$ cat config.mk
export PLATFORM = sky130hd
export DESIGN_NAME = led_mode_ctrl_flat
export DESIGN_NICKNAME = d
export VERILOG_FILES = /design/src/rtl/led_mode_ctrl_if.sv /design/src/rtl/led_mode_ctrl.sv /design/src/flat_wrapper.sv
export SDC_FILE = /design/constraint.sdc
export NUM_CORES = 1
export LEC_CHECK = 0
export BUFFER_PORTS_ARGS = -buffer_cell sky130_fd_sc_hd__buf_2
export CELL_PAD_IN_SITES_DETAIL_PLACEMENT = 1
export CELL_PAD_IN_SITES_GLOBAL_PLACEMENT = 2
export CORE_MARGIN = 2
export CORE_UTILIZATION = 33
export CTS_CLUSTER_DIAMETER = 120
export DETAILED_ROUTE_END_ITERATION = 12
export GPL_TIMING_DRIVEN = 0
export PLACE_DENSITY = 0.69
export SLEW_MARGIN = 15
export SYNTH_ARGS = -nofsm -noshare
export SYNTH_HDL_FRONTEND = slang
export SYNTH_SLANG_ARGS = --single-unit
$ cat constraint.sdc
create_clock -name clk -period 5.05 [get_ports clk]
set_clock_uncertainty 0.05 [all_clocks]
set_input_delay 1.01 -clock clk [delete_from_list [all_inputs] [get_ports clk]]
set_output_delay 1.01 -clock clk [all_outputs]
set_load 0.005 [all_outputs]
$ cat src/rtl/led_mode_ctrl_if.sv
// Button inputs and mode/enable outputs of the LED mode controller.
// master drives the raw buttons, slave is the controller itself.
interface led_mode_ctrl_if;
    logic       btn_next;
    logic       btn_prev;
    logic       btn_pause;
    logic [1:0] mode;
    logic       enable;
    logic       mode_changed;

    modport master (
        output btn_next, btn_prev, btn_pause,
        input  mode, enable, mode_changed
    );

    modport slave (
        input  btn_next, btn_prev, btn_pause,
        output mode, enable, mode_changed
    );
endinterface

$ cat src/rtl/led_mode_ctrl.sv
// Push-button front end for the LED pattern generator: sync, debounce, press detect,
// mode wrap and run/pause. Optional auto-advance timer is built when AUTO_CYCLE_EN is defined.
module led_mode_ctrl #(
    parameter int DEBOUNCE_CYCLES   = 500000,
    parameter int NUM_MODES         = 4,
    parameter int AUTO_CYCLE_CYCLES = 200000000
) (
    input  logic           clk,
    input  logic           reset,
    led_mode_ctrl_if.slave bus
);
    localparam logic [23:0] DB_LAST  = 24'(DEBOUNCE_CYCLES - 1);
    localparam logic [1:0]  MAX_MODE = 2'(NUM_MODES - 1);

    if (DEBOUNCE_CYCLES < 2 || DEBOUNCE_CYCLES > 16777215) begin : g_bad_debounce
        $error("DEBOUNCE_CYCLES out of range");
    end
    if (NUM_MODES < 1 || NUM_MODES > 4) begin : g_bad_modes
        $error("NUM_MODES out of range");
    end
    if (AUTO_CYCLE_CYCLES < 1 || AUTO_CYCLE_CYCLES > 268435456) begin : g_bad_auto
        $error("AUTO_CYCLE_CYCLES out of range");
    end

    typedef enum logic {RUN, PAUSED} state_t;

    logic [2:0] raw;
    logic [2:0] press;
    logic       press_next;
    logic       press_prev;
    logic       press_pause;
    logic       step_next;
    logic [1:0] mode_next;

    state_t     state_reg;
    logic       enable_reg;
    logic [1:0] mode_reg;
    logic       mode_changed_reg;

    assign raw = {bus.btn_pause, bus.btn_prev, bus.btn_next};

    // Per button: 2-flop synchroniser, stability counter, one-cycle press on a debounced rise.
    for (genvar gi = 0; gi < 3; gi++) begin : g_btn
        logic        sync1_reg;
        logic        sync2_reg;
        logic        level_reg;
        logic        press_reg;
        logic [23:0] cnt_reg;

        always_ff @(posedge clk or posedge reset) begin
            if (reset) begin
                sync1_reg <= 1'b0;
                sync2_reg <= 1'b0;
                level_reg <= 1'b0;
                press_reg <= 1'b0;
                cnt_reg   <= '0;
            end else begin
                sync1_reg <= raw[gi];
                sync2_reg <= sync1_reg;
                press_reg <= 1'b0;
                if (sync2_reg != level_reg) begin
                    if (cnt_reg == DB_LAST) begin
                        level_reg <= sync2_reg;
                        cnt_reg   <= '0;
                        press_reg <= sync2_reg;
                    end else begin
                        cnt_reg <= cnt_reg + 24'd1;
                    end
                end else begin
                    cnt_reg <= '0;
                end
            end
        end

        assign press[gi] = press_reg;
    end

    assign press_next  = press[0];
    assign press_prev  = press[1];
    assign press_pause = press[2];

`ifdef AUTO_CYCLE_EN
    localparam logic [27:0] AUTO_LAST = 28'(AUTO_CYCLE_CYCLES - 1);

    logic [27:0] timer_reg;
    logic        timer_hit;
    logic        any_press;

    assign any_press = |press;
    assign timer_hit = (state_reg == RUN) && (timer_reg == AUTO_LAST);

    always_ff @(posedge clk or posedge reset) begin
        if (reset) begin
            timer_reg <= '0;
        end else if (state_reg != RUN || any_press || timer_hit) begin
            timer_reg <= '0;
        end else begin
            timer_reg <= timer_reg + 28'd1;
        end
    end

    // A real press always beats a coincident timer step.
    assign step_next = press_next | (timer_hit & ~any_press);
`else
    assign step_next = press_next;
`endif

    always_comb begin
        mode_next = mode_reg;
        if (step_next && !press_prev) begin
            mode_next = (mode_reg == MAX_MODE) ? 2'd0 : mode_reg + 2'd1;
        end else if (press_prev && !step_next) begin
            mode_next = (mode_reg == 2'd0) ? MAX_MODE : mode_reg - 2'd1;
        end
    end

    always_ff @(posedge clk or posedge reset) begin
        if (reset) begin
            state_reg        <= RUN;
            enable_reg       <= 1'b1;
            mode_reg         <= 2'd0;
            mode_changed_reg <= 1'b0;
        end else begin
            case (state_reg)
                RUN: begin
                    if (press_pause) begin
                        state_reg  <= PAUSED;
                        enable_reg <= 1'b0;
                    end
                end
                PAUSED: begin
                    if (press_pause) begin
                        state_reg  <= RUN;
                        enable_reg <= 1'b1;
                    end
                end
                default: begin
                    state_reg  <= RUN;
                    enable_reg <= 1'b1;
                end
            endcase
            mode_reg         <= mode_next;
            mode_changed_reg <= (mode_next != mode_reg);
        end
    end

    assign bus.mode         = mode_reg;
    assign bus.enable       = enable_reg;
    assign bus.mode_changed = mode_changed_reg;
endmodule

$ cat src/flat_wrapper.sv
// flat-port wrapper written by rule: the top's interface ports become plain ports
module led_mode_ctrl_flat 
#(
    parameter int DEBOUNCE_CYCLES   = 500000,
    parameter int NUM_MODES         = 4,
    parameter int AUTO_CYCLE_CYCLES = 200000000
)
  (clk, reset, bus_btn_next, bus_btn_prev, bus_btn_pause, bus_mode, bus_enable, bus_mode_changed);
  led_mode_ctrl_if bus_i ();
  input  logic clk;
  input  logic reset;
  input wire logic [$bits(bus_i.btn_next)-1:0] bus_btn_next;
  input wire logic [$bits(bus_i.btn_prev)-1:0] bus_btn_prev;
  input wire logic [$bits(bus_i.btn_pause)-1:0] bus_btn_pause;
  output wire logic [$bits(bus_i.mode)-1:0] bus_mode;
  output wire logic [$bits(bus_i.enable)-1:0] bus_enable;
  output wire logic [$bits(bus_i.mode_changed)-1:0] bus_mode_changed;
  assign bus_i.btn_next = bus_btn_next;
  assign bus_i.btn_prev = bus_btn_prev;
  assign bus_i.btn_pause = bus_btn_pause;
  assign bus_mode = bus_i.mode;
  assign bus_enable = bus_i.enable;
  assign bus_mode_changed = bus_i.mode_changed;
  led_mode_ctrl #(.DEBOUNCE_CYCLES(DEBOUNCE_CYCLES), .NUM_MODES(NUM_MODES), .AUTO_CYCLE_CYCLES(AUTO_CYCLE_CYCLES)) u_core (.clk(clk), .reset(reset), .bus(bus_i));
endmodule
==> results of run 1 <==
## cells by family (layout without fill, tap and decap cells)
kind of cell | count (synthesis) | count (layout) | share of synthesized area (%)
flops | 89 | 89 | 50.4
compound gates | 66 | 66 | 9.08
fa+ha+maj | 7 | 7 | 1.98
simple gates | 206 | 206 | 26.3
mux | 5 | 5 | 1.22
xor+xnor | 40 | 40 | 7.92
buf+inv | 32 | 57 | 3.17
## per-stage QoR
step | worst slack (ns) | std cells | hold WS [ns]
after floorplan | 1.68 | 445 | 0.281
after global placement | 0.315 | 629 | 0.285
after detailed placement | 2.71 | 630 | 0.287
after CTS | 2.67 | 646 | 0.301
after global routing | 2.46 | 646 | 0.318
final | 2.74 | 646 | 0.296
## cell usage after synthesis, types with 7 or more instances
library cell	instances
ha_1	7
nor2_1	45
and4_1	7
o21ai_0	15
nand4_1	19
nor4_1	12
and3_1	10
nand3_1	19
xor2_1	20
or4_1	12
nor3_1	10
xnor2_1	20
a21oi_1	25
or3_1	11
inv_1	19
dfrtp_1	88
o31ai_1	19
nand2_1	30
## how the worst max path moves through the flow
stage                                  end  slack [ns]  cells after the start
4_1_cts        u_core.g_btn[1].cnt_reg[18]        2.67                      5
3_3_place_gp   u_core.g_btn[1].cnt_reg[14]        0.31                      2
3_5_place_dp   u_core.g_btn[1].cnt_reg[18]        2.71                      5
6_report        u_core.g_btn[0].cnt_reg[2]        2.74                      7
5_1_grt        u_core.g_btn[1].cnt_reg[22]        2.46                      5
2_1_floorplan           u_core.bus.mode[0]        1.68                      1
## area by class of cell
| cell class | count | area, um^2 | area share (%) |
|---|---|---|---|
| Buffer | 13 | 68.8 | 1.37 |
| Clock buffer | 13 | 260 | 5.19 |
| Clock inverter | 3 | 40.0 | 0.798 |
| Inverter | 19 | 76.3 | 1.52 |
| Multi-Input combinational cell | 324 | 2060 | 41.0 |
| Sequential cell | 89 | 2230 | 44.4 |
| Tap cell | 176 | 220 | 4.39 |
| Timing Repair Buffer | 9 | 67.6 | 1.35 |
## critical path, delay by kind of cell (launching register included)
| family | cells | cell delay (ns) |
|---|---|---|
| AOI/OAI and AO/OA | 1 | 0.28 |
| buffers and inverters | 2 | 0.68 |
| DFF | 1 | 0.39 |
| and+or+nand+nor | 3 | 0.54 |
| adders and majority gates | 1 | 0.22 |
## power by group
group          switching (mW)  total (mW)  internal (mW)  leakage (nW)
clock network           0.275       0.684          0.409         0.150
registers             0.00777       0.729          0.721          1.22
logic                  0.0319      0.0438         0.0118         0.647
## per-layer routing
layer  up-vias  part of all wire (%)  wire (um)  GRT usage [%]
li1       1654                     -          -              -
met1      1698                    47       4720           20.2
met2        20                    49       4880           26.3
met3         9                   1.7        170           2.42
met4         0                   1.7        164           7.28
met5         -                     0          0              0
==> run summary, run 1 <==
In this run the post-CTS setup repair buffer count came out at 0. In this run the cell area of the synthesized design comes to 4420 um^2. In this run the horizontal extent of the chip is 120 um. The leakage power is 2.02 nW. The area growth from synthesis to layout came out at 13.4%.

The initial antenna violation count was 0. For this run, the share of the core covered by cells in the final layout is 38.0%. The boundary pin count is 9. The worst-margin pin slew came out at 0.908 ns. The maximum fanout along the worst path came out at 10.

The number of core rows is 42. The detailed-route wire length came out at 9.93 mm. The placed instance area came out at 4720 um^2. The total power came out at 1.46 mW.

The flip-flop count of the largest register after layout came out at 72. The post-CTS clock slew at the launch and capture registers of the worst setup and hold paths came out at 0.06 ns. The ratio of cells with drive above 1 in the final layout is 9.79%. The clock tree from TritonCTS is done. The count of antenna diodes in the layout is 0. The start point of the critical path is u_core.g_btn[0].cnt_reg[0]. The critical path required time came out at 5.21 ns.

The ratio of total power to cell area came out at 290 nW/um^2. Derived from the worst setup path, the maximum achievable clock frequency is 0.432 GHz. Yosys mapped a number of flops with a built-in enable equal to 0. The flop-to-flop setup slack is 2.74 ns. The global placement routability congestion came out at 0.741. The first-pass detailed-route iteration total came out at 4. The flow ran to the end, and the final reports show no timing, DRC or antenna violations. Setup repair after global routing left no endpoint under its margin. Counting the buffers created by CTS gives 9. During placement, the flow inserted port buffers numbering 8. The sequential share of the synthesized area is 50.4%. Max-cap violations in this run came to 0. The number of register bits inferred by synthesis came out at 89. The count of nets left with antenna violations once routing finished came out at 0. The number of fill cells is 1490.

The number of failing hold endpoints at the final stage came out at 0. The maximum number of pins on one net before global-route repair is 70. The worst register-to-register path ends at u_core.g_btn[0].cnt_reg[2].

The worst-case clock buffer depth is 2. STA classifies the critical path endpoint as a register. For this run, asynchronously set or reset flops after synthesis account for 100%.

The count of different cell masters after synthesis came out at 45. Leaving out fill and tap cells, the most frequent cell in the layout is dfrtp_1. The peak per-stage delay on the critical path came out at 0.43 ns.

The tightest min-delay check is of the reg2reg type. The via count of the first global-routing pass is 3744. Dividing the detail-routed via count by the number of cells gives 5.23. The share of Yosys cell area claimed by the top area cell type is 49.8%. The global-route wire length before repair came out at 18.0 mm. The share of the cycle needed by the critical path after routing came out at 45.8%. The warning count from the yosys run came out at 0. The startpoint identified for the worst hold timing path is u_core.g_btn[2].sync1_reg. The most used flip-flop cell after synthesis is dfrtp_1. The total number of H-tree levels came out at 3. From bottom edge to top edge, the die measures 120 um. The post-route cell area is 5020 um^2. The number of failing setup endpoints in the final timing report came out at 0. The area of the placeable core came out at 13200 um^2. The total nets after synthesis is 457.

The worst reg-to-reg path cell count is 7. The total vias in the final route is 3381. The max-slew violation total from the final report came out at 0.

The path with the worst hold slack has its endpoint at u_core.g_btn[2].sync2_reg. After synthesis, the cell types taking the most area are dfrtp_1 50%, xnor2_1 4.0%, xor2_1 4.0%. The worst path in the final design needs a cycle of 2.31 ns, including I/O delays and setup. The overall routing resource usage is 15.8%. The type of the setup path with the least slack is reg2reg. The initial core utilization is 33.5%.

The relative slew slack is 38.9%. The area of the die is 14300 um^2. The hold path depth came out at 0.

In this run the mean area of a mapped cell was 9.94 um^2. The arrival time of data at the critical path endpoint came out at 2.48 ns. The average wire per cell in the routed design came out at 15.4 um. The top cell types in the final layout, fill and taps aside, are 88 x dfrtp_1, 45 x nor2_1, 30 x nand2_1. The maximum resistive drop on vdd is 0.149 mV. Post-CTS repair changed the size of 0 cells. The final sum of negative setup slack is 0 ns.

The number of nets in the layout came out at 477. The reg-to-reg startpoint is u_core.g_btn[0].cnt_reg[0]. Detailed placement finished with a half-perimeter wire length of 6.84 mm. The synthesized design spends more area on one cell type than any other, namely dfrtp_1. Counting every instance in the synthesized netlist gives 445. In the routed design, unresolved DRC markers number 0. Buffers inserted to repair hold after CTS numbered 0. The detailed router finished its first iteration with 125 violations. The later pin in the worst-skew pair is clocked with a latency of 0.35 ns. The number of clock sinks seen by CTS came out at 89.

The nature of the critical path startpoint is a register. The cell sitting at the root of the clock tree is a clkbuf_16. The remaining global-route overflow came out at 0. For this design, the slowest cell found on the critical path is buf_1. The critical path goes through ha_1, and4_1, clkbuf_1, and3_1, a21o_1, buf_1, nor2_1.
No activity file was read; power rests on OpenSTA's default activity.
==> inputs of run 2 (changes only) <==
--- a/config.mk
+++ b/config.mk
@@ -5,6 +5,7 @@
 export SDC_FILE = /design/constraint.sdc
 export NUM_CORES = 1
 export LEC_CHECK = 0
+export ABC_AREA = 1
 export BUFFER_PORTS_ARGS = -buffer_cell sky130_fd_sc_hd__buf_2
 export CELL_PAD_IN_SITES_DETAIL_PLACEMENT = 1
 export CELL_PAD_IN_SITES_GLOBAL_PLACEMENT = 2
@@ -13,7 +14,7 @@
 export CTS_CLUSTER_DIAMETER = 120
 export DETAILED_ROUTE_END_ITERATION = 12
 export GPL_TIMING_DRIVEN = 0
-export PLACE_DENSITY = 0.69
+export PLACE_DENSITY = 0.74
 export SLEW_MARGIN = 15
 export SYNTH_ARGS = -nofsm -noshare
 export SYNTH_HDL_FRONTEND = slang
==> constraint.sdc (replaced) <==
create_clock -name clk -period 2.4 [get_ports clk]
set_clock_uncertainty 0.05 [all_clocks]
set_input_delay 0.48 -clock clk [delete_from_list [all_inputs] [get_ports clk]]
set_output_delay 0.48 -clock clk [all_outputs]
set_load 0.005 [all_outputs]
==> run 2 against run 1 <==
Effect of this change:
- non-clock buffer count decreased by 8
- area after synthesis increased by 13%
- power increased by 110%
- sequential share of layout area decreased by 5.0 points
- setup slack got worse by 2.1 ns
- hold slack got worse by 0.15 ns
- final cell count increased by 37%
- combinational power increased by 150%
- first-iteration DRC count increased by 6.4%
- sequential cell count unchanged
- clock-buffer cell count decreased by 4
- routed wire length increased by 25%
- largest cell class is now multi-input combinational cells
==> run summary, run 2 <==
The vertical extent of the die is 127 um. The number of nets still failing antenna checks after routing came out at 0. The total number of H-tree levels is 3.

Summed over all nets, wire length on met2 after detailed routing comes to 5.92 mm. In this run the top signal layer used is met4. The worst-margin pin slew came out at 0.607 ns. The most used flip-flop cell after synthesis is dfrtp_1. The slowest cell on the critical path is dfrtp_1. The cell family contributing the most delay on the critical path is simple AND/OR/NAND/NOR gates.

The number of clock sinks seen by CTS is 89. The via density per instance is 4.65. The worst-case clock buffer depth came out at 2. Timing analysis after detailed placement gives a worst setup slack of 0.670 ns. The via count of the first global-routing pass was 4459.

Across all hold checks on the routed design, the worst slack comes to 0.144 ns. Relative to the synthesized area, the layout overhead comes to 12.6%. The cell area after technology mapping is 5020 um^2.

The total nets after synthesis came out at 679. The boundary pin count came out at 9. Buffers inserted during clock tree synthesis total 9. The count of placed standard cells including taps came out at 866.

The maximum number of pins on one net before global-route repair is 26. The max-slew violation total from the final report came out at 0. The arrival time of data at the critical path endpoint is 1.90 ns. The relative slew slack came out at 59.4%. The register with the most flip-flops in the layout has 72 of them. The remaining design rule violation count came out at 0. Ranked by instance count, the synthesized netlist is headed by 153 x nor2_1, 149 x nand2_1, 88 x dfrtp_1, 78 x inv_1, 61 x nand3_1. Together, buffers and inverters on the worst path number 1. The number of failing hold endpoints at the final stage is 0. The share of Yosys cell area claimed by the top area cell type is 43.9%. The global-route wire length before repair is 22.1 mm. The area of the placeable core is 15000 um^2. Derived from the worst setup path, the maximum achievable clock frequency is 0.581 GHz. The most common cell after layout, fill and taps aside is nor2_1. The number of fill cells is 1868. The flow ran to the end, and the final reports show no timing, DRC or antenna violations. The critical path required time came out at 2.58 ns. Once layout is complete, the utilization of the core stands at 37.6%. The initial core utilization is 33.4%. The number of register bits inferred by synthesis is 89. The leakage power came out at 2.48 nW.

The most frequently used cell type in the post-synthesis netlist is nor2_1. The count of antenna diodes in the layout is 0. The tree is rooted in a clkbuf_16.

The die extent in x is 127 um. The number of maximum-capacitance violations came out at 0. The post-DP HPWL is 9.76 mm. After synthesis, the share of flip-flops with an asynchronous set or reset is 100%. The detailed-route wire length came out at 12.5 mm. Setup violations remaining at the end of the flow were counted as 0. The number of core rows came out at 45. The worst-case IR drop observed on VDD is 0.340 mV. For this run, the slowest stage of the critical path takes 0.42 ns. In the final timing run, aggregate negative setup slack is 0 ns.

The count of mapped cells out of synthesis came out at 667. The number of gates given a new drive strength after cts came out at 0. The number of port buffers came out at 8.

Dividing the detail-routed wire length by the instance count gives 14.1 um. Post-CTS timing repair inserted 0 buffers for setup. After synthesis, flip-flops and latches occupy 44.4% of the total area. The count of different cell masters after synthesis is 24. The post-CTS clock slew at the launch and capture registers of the worst setup and hold paths came out at 0.07 ns. The top cell types in the final layout, fill and taps aside, are 153 x nor2_1, 149 x nand2_1, 88 x dfrtp_1.

In the final layout, the multi-input gates occupy 2460 um^2. Summed over all nets, wire length on met3 after detailed routing comes to 255 um. The total vias in the final route came out at 4104. Registers take 2230 um^2. Setup repair after global routing left no endpoint under its margin. Sorting the synthesized cells by area gives the leading types as dfrtp_1 44%, nor2_1 11%, nand2_1 11%. After layout, the minimum clock period comes to 1.72 ns.

For this block, the initial DRC count from the detailed router was 133. At the later pin of the worst-skew pair, clock insertion delay measures 0.35 ns. The Yosys step of the flow raised 0 warnings. The nature of the critical path startpoint is a register. The total power is 3.04 mW. The setup slack after layout is 0.680 ns. The ratio of cells with drive above 1 in the final layout came out at 12.2%. The overall routing resource usage is 17.3%.

The synthesized design spends more area on one cell type than any other, namely dfrtp_1. The placed instance area came out at 5360 um^2. The worst setup path is of the reg2reg kind. The routed length on met1 is 6.13 mm. The path class of the tightest hold or removal check is in2async. In this run, synthesis inferred 0 flip-flops with an integrated enable. The global placement routability congestion came out at 0.788. The initial antenna violation count came out at 0. The finished layout holds 882 standard cells, fillers aside.

After layout, the worst path uses 71.7% of the clock period. The category of the worst setup path capture point is a register. The first-pass detailed-route iteration total came out at 4. The maximum fanout along the worst path came out at 8. The critical path goes through ha_1, nand2_1, inv_1, nand2_1, nor2_1, nand3_2, nand2_2, nor2_1. The remaining global-route overflow is 0. The clock tree from TritonCTS is done. The mean post-synth cell area is 7.52 um^2. The floorplan step defined a die boundary enclosing 16200 um^2.

The number of hold buffers added after cts is 0. The number of nets in the layout came out at 701. The ratio of total power to cell area came out at 538 nW/um^2. The finished cells cover 5650 um^2.
run 2: cell count changes in the layout (fill, tap and decap cells not counted), sizes merged, moves of 19 or more:
cell / change
nand2: +137
nor2: +133
inv: +67
nand3: +43
a21oi: -20
o31ai: -19
run 2: per-layer routing:
layer | up-vias | track usage [%]
li1 | 2102 | -
met5 | - | 0
met4 | 0 | 4.27
met3 | 8 | 3.64
met2 | 22 | 29.3
met1 | 1972 | 22.5
run 2: path summary, 6_finish.rpt:
check / slack (ns) / endpoint / depth (start not counted) / from
max: 0.68 / u_core.g_btn[2].cnt_reg[13] / 8 / u_core.g_btn[2].cnt_reg[0]
min: 0.14 / u_core.g_btn[1].sync1_reg / 2 / reset
max reg2reg: 0.68 / u_core.g_btn[2].cnt_reg[13] / 8 / u_core.g_btn[2].cnt_reg[0]
min reg2reg: 0.30 / u_core.g_btn[2].sync2_reg / 0 / u_core.g_btn[2].sync1_reg
max in group asynchronous: 1.25 / u_core.g_btn[2].cnt_reg[13] / 5 / reset
min in group clk: 0.18 / u_core.g_btn[0].sync1_reg / 1 / bus_btn_next
run 2: final cells by class:
class                           count  area share, %
Clock buffer                        9           3.99
Buffer                              3          0.377
Clock inverter                      7           1.06
Timing Repair Buffer               11           1.90
Sequential cell                    89           39.4
Tap cell                          188           4.16
Inverter                           83           5.58
Multi-Input combinational cell    492           43.5
run 2: kinds of logic after synthesis:
| family | Yosys count | synth area share (%) |
|---|---|---|
| AOI/OAI and AO/OA | 22 | 2.59 |
| xor gates and xnor gates | 38 | 6.93 |
| adders and majority gates | 7 | 1.75 |
| buffers and inverters | 86 | 6.63 |
| DFF | 89 | 44.4 |
| and+or+nand+nor | 425 | 37.7 |
run 2: power breakdown:
| part | internal, mW | switching (mW) | total [mW] | leakage (nW) |
|---|---|---|---|---|
| Combinational | 0.0313 | 0.0773 | 0.109 | 1.12 |
| Clock | 0.723 | 0.674 | 1.40 | 0.143 |
| Sequential | 1.52 | 0.0154 | 1.53 | 1.22 |
| Total | 2.27 | 0.767 | 3.04 | 2.48 |
==> inputs of run 3 (changes only) <==
--- a/config.mk
+++ b/config.mk
@@ -5,7 +5,7 @@
 export SDC_FILE = /design/constraint.sdc
 export NUM_CORES = 1
 export LEC_CHECK = 0
-export ABC_AREA = 1
+export ABC_AREA = 0
 export BUFFER_PORTS_ARGS = -buffer_cell sky130_fd_sc_hd__buf_2
 export CELL_PAD_IN_SITES_DETAIL_PLACEMENT = 1
 export CELL_PAD_IN_SITES_GLOBAL_PLACEMENT = 2
@@ -14,7 +14,7 @@
 export CTS_CLUSTER_DIAMETER = 120
 export DETAILED_ROUTE_END_ITERATION = 12
 export GPL_TIMING_DRIVEN = 0
-export PLACE_DENSITY = 0.74
+export PLACE_DENSITY = 0.69
 export SLEW_MARGIN = 15
 export SYNTH_ARGS = -nofsm -noshare
 export SYNTH_HDL_FRONTEND = slang
==> constraint.sdc (replaced) <==
create_clock -name clk -period 1.63 [get_ports clk]
set_clock_uncertainty 0.05 [all_clocks]
set_input_delay 0.326 -clock clk [delete_from_list [all_inputs] [get_ports clk]]
set_output_delay 0.326 -clock clk [all_outputs]
set_load 0.005 [all_outputs]
==> run 3 against run 2 <==
Effect of this change:
- the flow now finishes with violations (setup timing)
- utilization increased by 13 points
- critical endpoint is now u_core.g_btn[0].cnt_reg[23]
- routed wire length grew 6.6%
- die area decreased by 11%
- sequential power is 48% higher
- critical path type unchanged
- sequential cell count unchanged
- final cell count down 17%
- sequential share of layout area is 5.7 points lower
- clock power up 39%
- clock-buffer cell count rose by 5
- largest power group unchanged
- critical path depth fell by 2
- via count fell by 6.2%
==> run summary, run 3 (synthesis gave the netlist of run 1 again) <==
The run finished, with violations left. The checks that failed: setup timing. Power spread over the standard cell area amounts to 673 nW/um^2.

The count of antenna diodes in the layout came out at 0. The floorplan step set the die width to 120 um. The relative slew slack came out at 48.5%. The overall routing resource usage is 18.1%. The type of the setup path with the least slack is reg2reg.

TritonCTS created 9 clock buffers. The ratio of cells with drive above 1 in the final layout came out at 49.1%. The maximum fanout along the worst path is 8. The initial core utilization came out at 33.5%. The number of failing setup endpoints in the final timing report came out at 67. Clock-pin slew was measured on the worst setup and hold paths at 0.06 ns. The number of nets in the layout is 565.

The worst setup path is launched from a register. The share of the cycle needed by the critical path after routing came out at 117%. Setup total negative slack on the finished layout was measured at -10.27 ns. The area of the placeable core is 13200 um^2. Data arrives at the worst endpoint at 2.08 ns. The boundary pin count is 9. The start point of the critical path is u_core.g_btn[0].cnt_reg[1]. Entering global routing, the biggest net connects 33 pins. The type of the tightest min-delay check is in2reg. The critical path required time came out at 1.80 ns. The remaining global-route overflow is 0. After legalization and detailed placement, the total HPWL measured 7.16 mm. Compared with the post-synthesis result, the final layout area differs by 50.9%. The DRC violation total after the first TritonRoute iteration is 112. After detailed routing, the average wire length per cell comes to 18.1 um.

For this design, the slowest cell found on the critical path is or4_4. The die covers 14300 um^2. The library cell used most frequently in the layout, excluding fill and tap cells, is dfrtp_1. The worst hold path begins at bus_btn_pause. In the layout the commonest cells are 68 x dfrtp_1, 67 x buf_4, 28 x nand2_1. The clock insertion delay at the later pin of the skew report came out at 0.35 ns. The worst-margin pin slew is 0.770 ns. The global-route wire length before repair is 20.6 mm. The maximum operating frequency is 0.524 GHz. The detailed-route wire length came out at 13.3 mm. The root buffer cell chosen for the clock tree is clkbuf_16. In this run the static leakage power is 2.62 nW.

The pre-antenna-repair detailed-routing pass consisted of 4 iterations. The number of clock sinks seen by CTS came out at 89. The number of port buffers is 8.

The die is 120 um tall. The largest single stage delay on the critical path is 0.47 ns. The via density per instance is 5.26. The number of failing hold endpoints at the final stage is 0.

The worst setup path is captured at a register. The tightest hold path in the finished design has a slack of 0.0350 ns. The shortest clock period the worst path allows after layout is 1.91 ns. The routed layout has 3848 vias. Walking the worst path, the cells encountered are nand4_1, or4_4, buf_6, buf_4, o31ai_2, a21oi_2. The flip-flop count of the largest register after layout came out at 72.

The via count of the first global-routing pass came out at 4098. The maximum resistive drop on vdd came out at 0.583 mV. Setup repair after global routing could not meet its margin everywhere. The number of hold buffers added after CTS was 0. At the end of routability-driven placement, the weighted congestion stood at 0.738. The worst-case clock buffer depth came out at 2. The number of nets still failing antenna checks after routing is 0.

In this run the number of H-tree levels came out at 3. The worst register-to-register path begins at u_core.g_btn[0].cnt_reg[1]. The number of core rows came out at 42. TritonCTS built the clock tree. The initial antenna violation count came out at 0.

The tool flagged a number of max-cap violations equal to 0. For this run, design rule violations remaining after detail routing come to 0. The max-slew violation total from the final report is 0. The setup slack after layout came out at -0.277 ns.
run 3: path summary, 6_finish.rpt:
kind	end	slack (ns)	cells past startpoint
max in group asynchronous	u_core.bus.enable	0.79	3
min in group asynchronous	u_core.g_btn[0].cnt_reg[17]	0.06	2
hold / removal	u_core.g_btn[2].sync1_reg	0.03	1
setup / recovery	u_core.g_btn[0].cnt_reg[23]	-0.28	6
hold reg to reg	u_core.g_btn[1].sync2_reg	0.30	0
setup reg to reg	u_core.g_btn[0].cnt_reg[23]	-0.28	6
run 3: worst max-delay path, delay by kind of cell (launching register included):
family | cells | cell delay (ns)
buffers and inverters | 2 | 0.29
DFF | 1 | 0.41
and+or+nand+nor | 2 | 0.63
AOI/OAI and AO/OA | 2 | 0.39
run 3: layer usage:
layer,vias to the layer above,routed length (um),track usage [%]
met5,-,0,0
li1,1825,-,-
met3,19,249,4.42
met2,31,7090,32.7
met1,1973,5710,21.6
met4,0,231,4.34
run 3: where the power goes:
group          switching, mW  total [mW]  leakage [nW]  internal [mW]
combinational          0.163       0.290          1.30          0.127
sequential            0.0276        2.26          1.19           2.23
clock                  0.835        1.94         0.129           1.10
run 3: per-stage QoR:
step	power, mW	setup slack, ns	instances	util [%]	instance area [um^2]
floorplan	2.40	-0.148	445	-	4530
global placement	2.44	-0.734	629	36.3	4790
detailed placement	2.46	-0.816	631	36.6	4830
CTS	4.53	-0.226	713	46.3	6110
global route	4.68	-0.371	732	50.6	6680
finish	4.49	-0.277	732	50.6	6680
run 3: final cells by class:
class | instances | area, um^2
plain buffers | 11 | 151
clock buffers | 14 | 264
fillers | 1430 | 6510
inverters | 19 | 75.1
multi-input cells | 324 | 2850
flip-flops and latches | 89 | 2250
well taps | 176 | 220
repair buffers | 99 | 860
run 3: repair_timing:
| action | in CTS | in global routing |
|---|---|---|
| setup endpoints to repair | 76 | 78 |
| hold endpoints to repair | 0 | 0 |
| setup buffers | 63 | 21 |
| gates cloned | 5 | 1 |
| resized for setup | 126 | 105 |
| pin swaps | 57 | 29 |
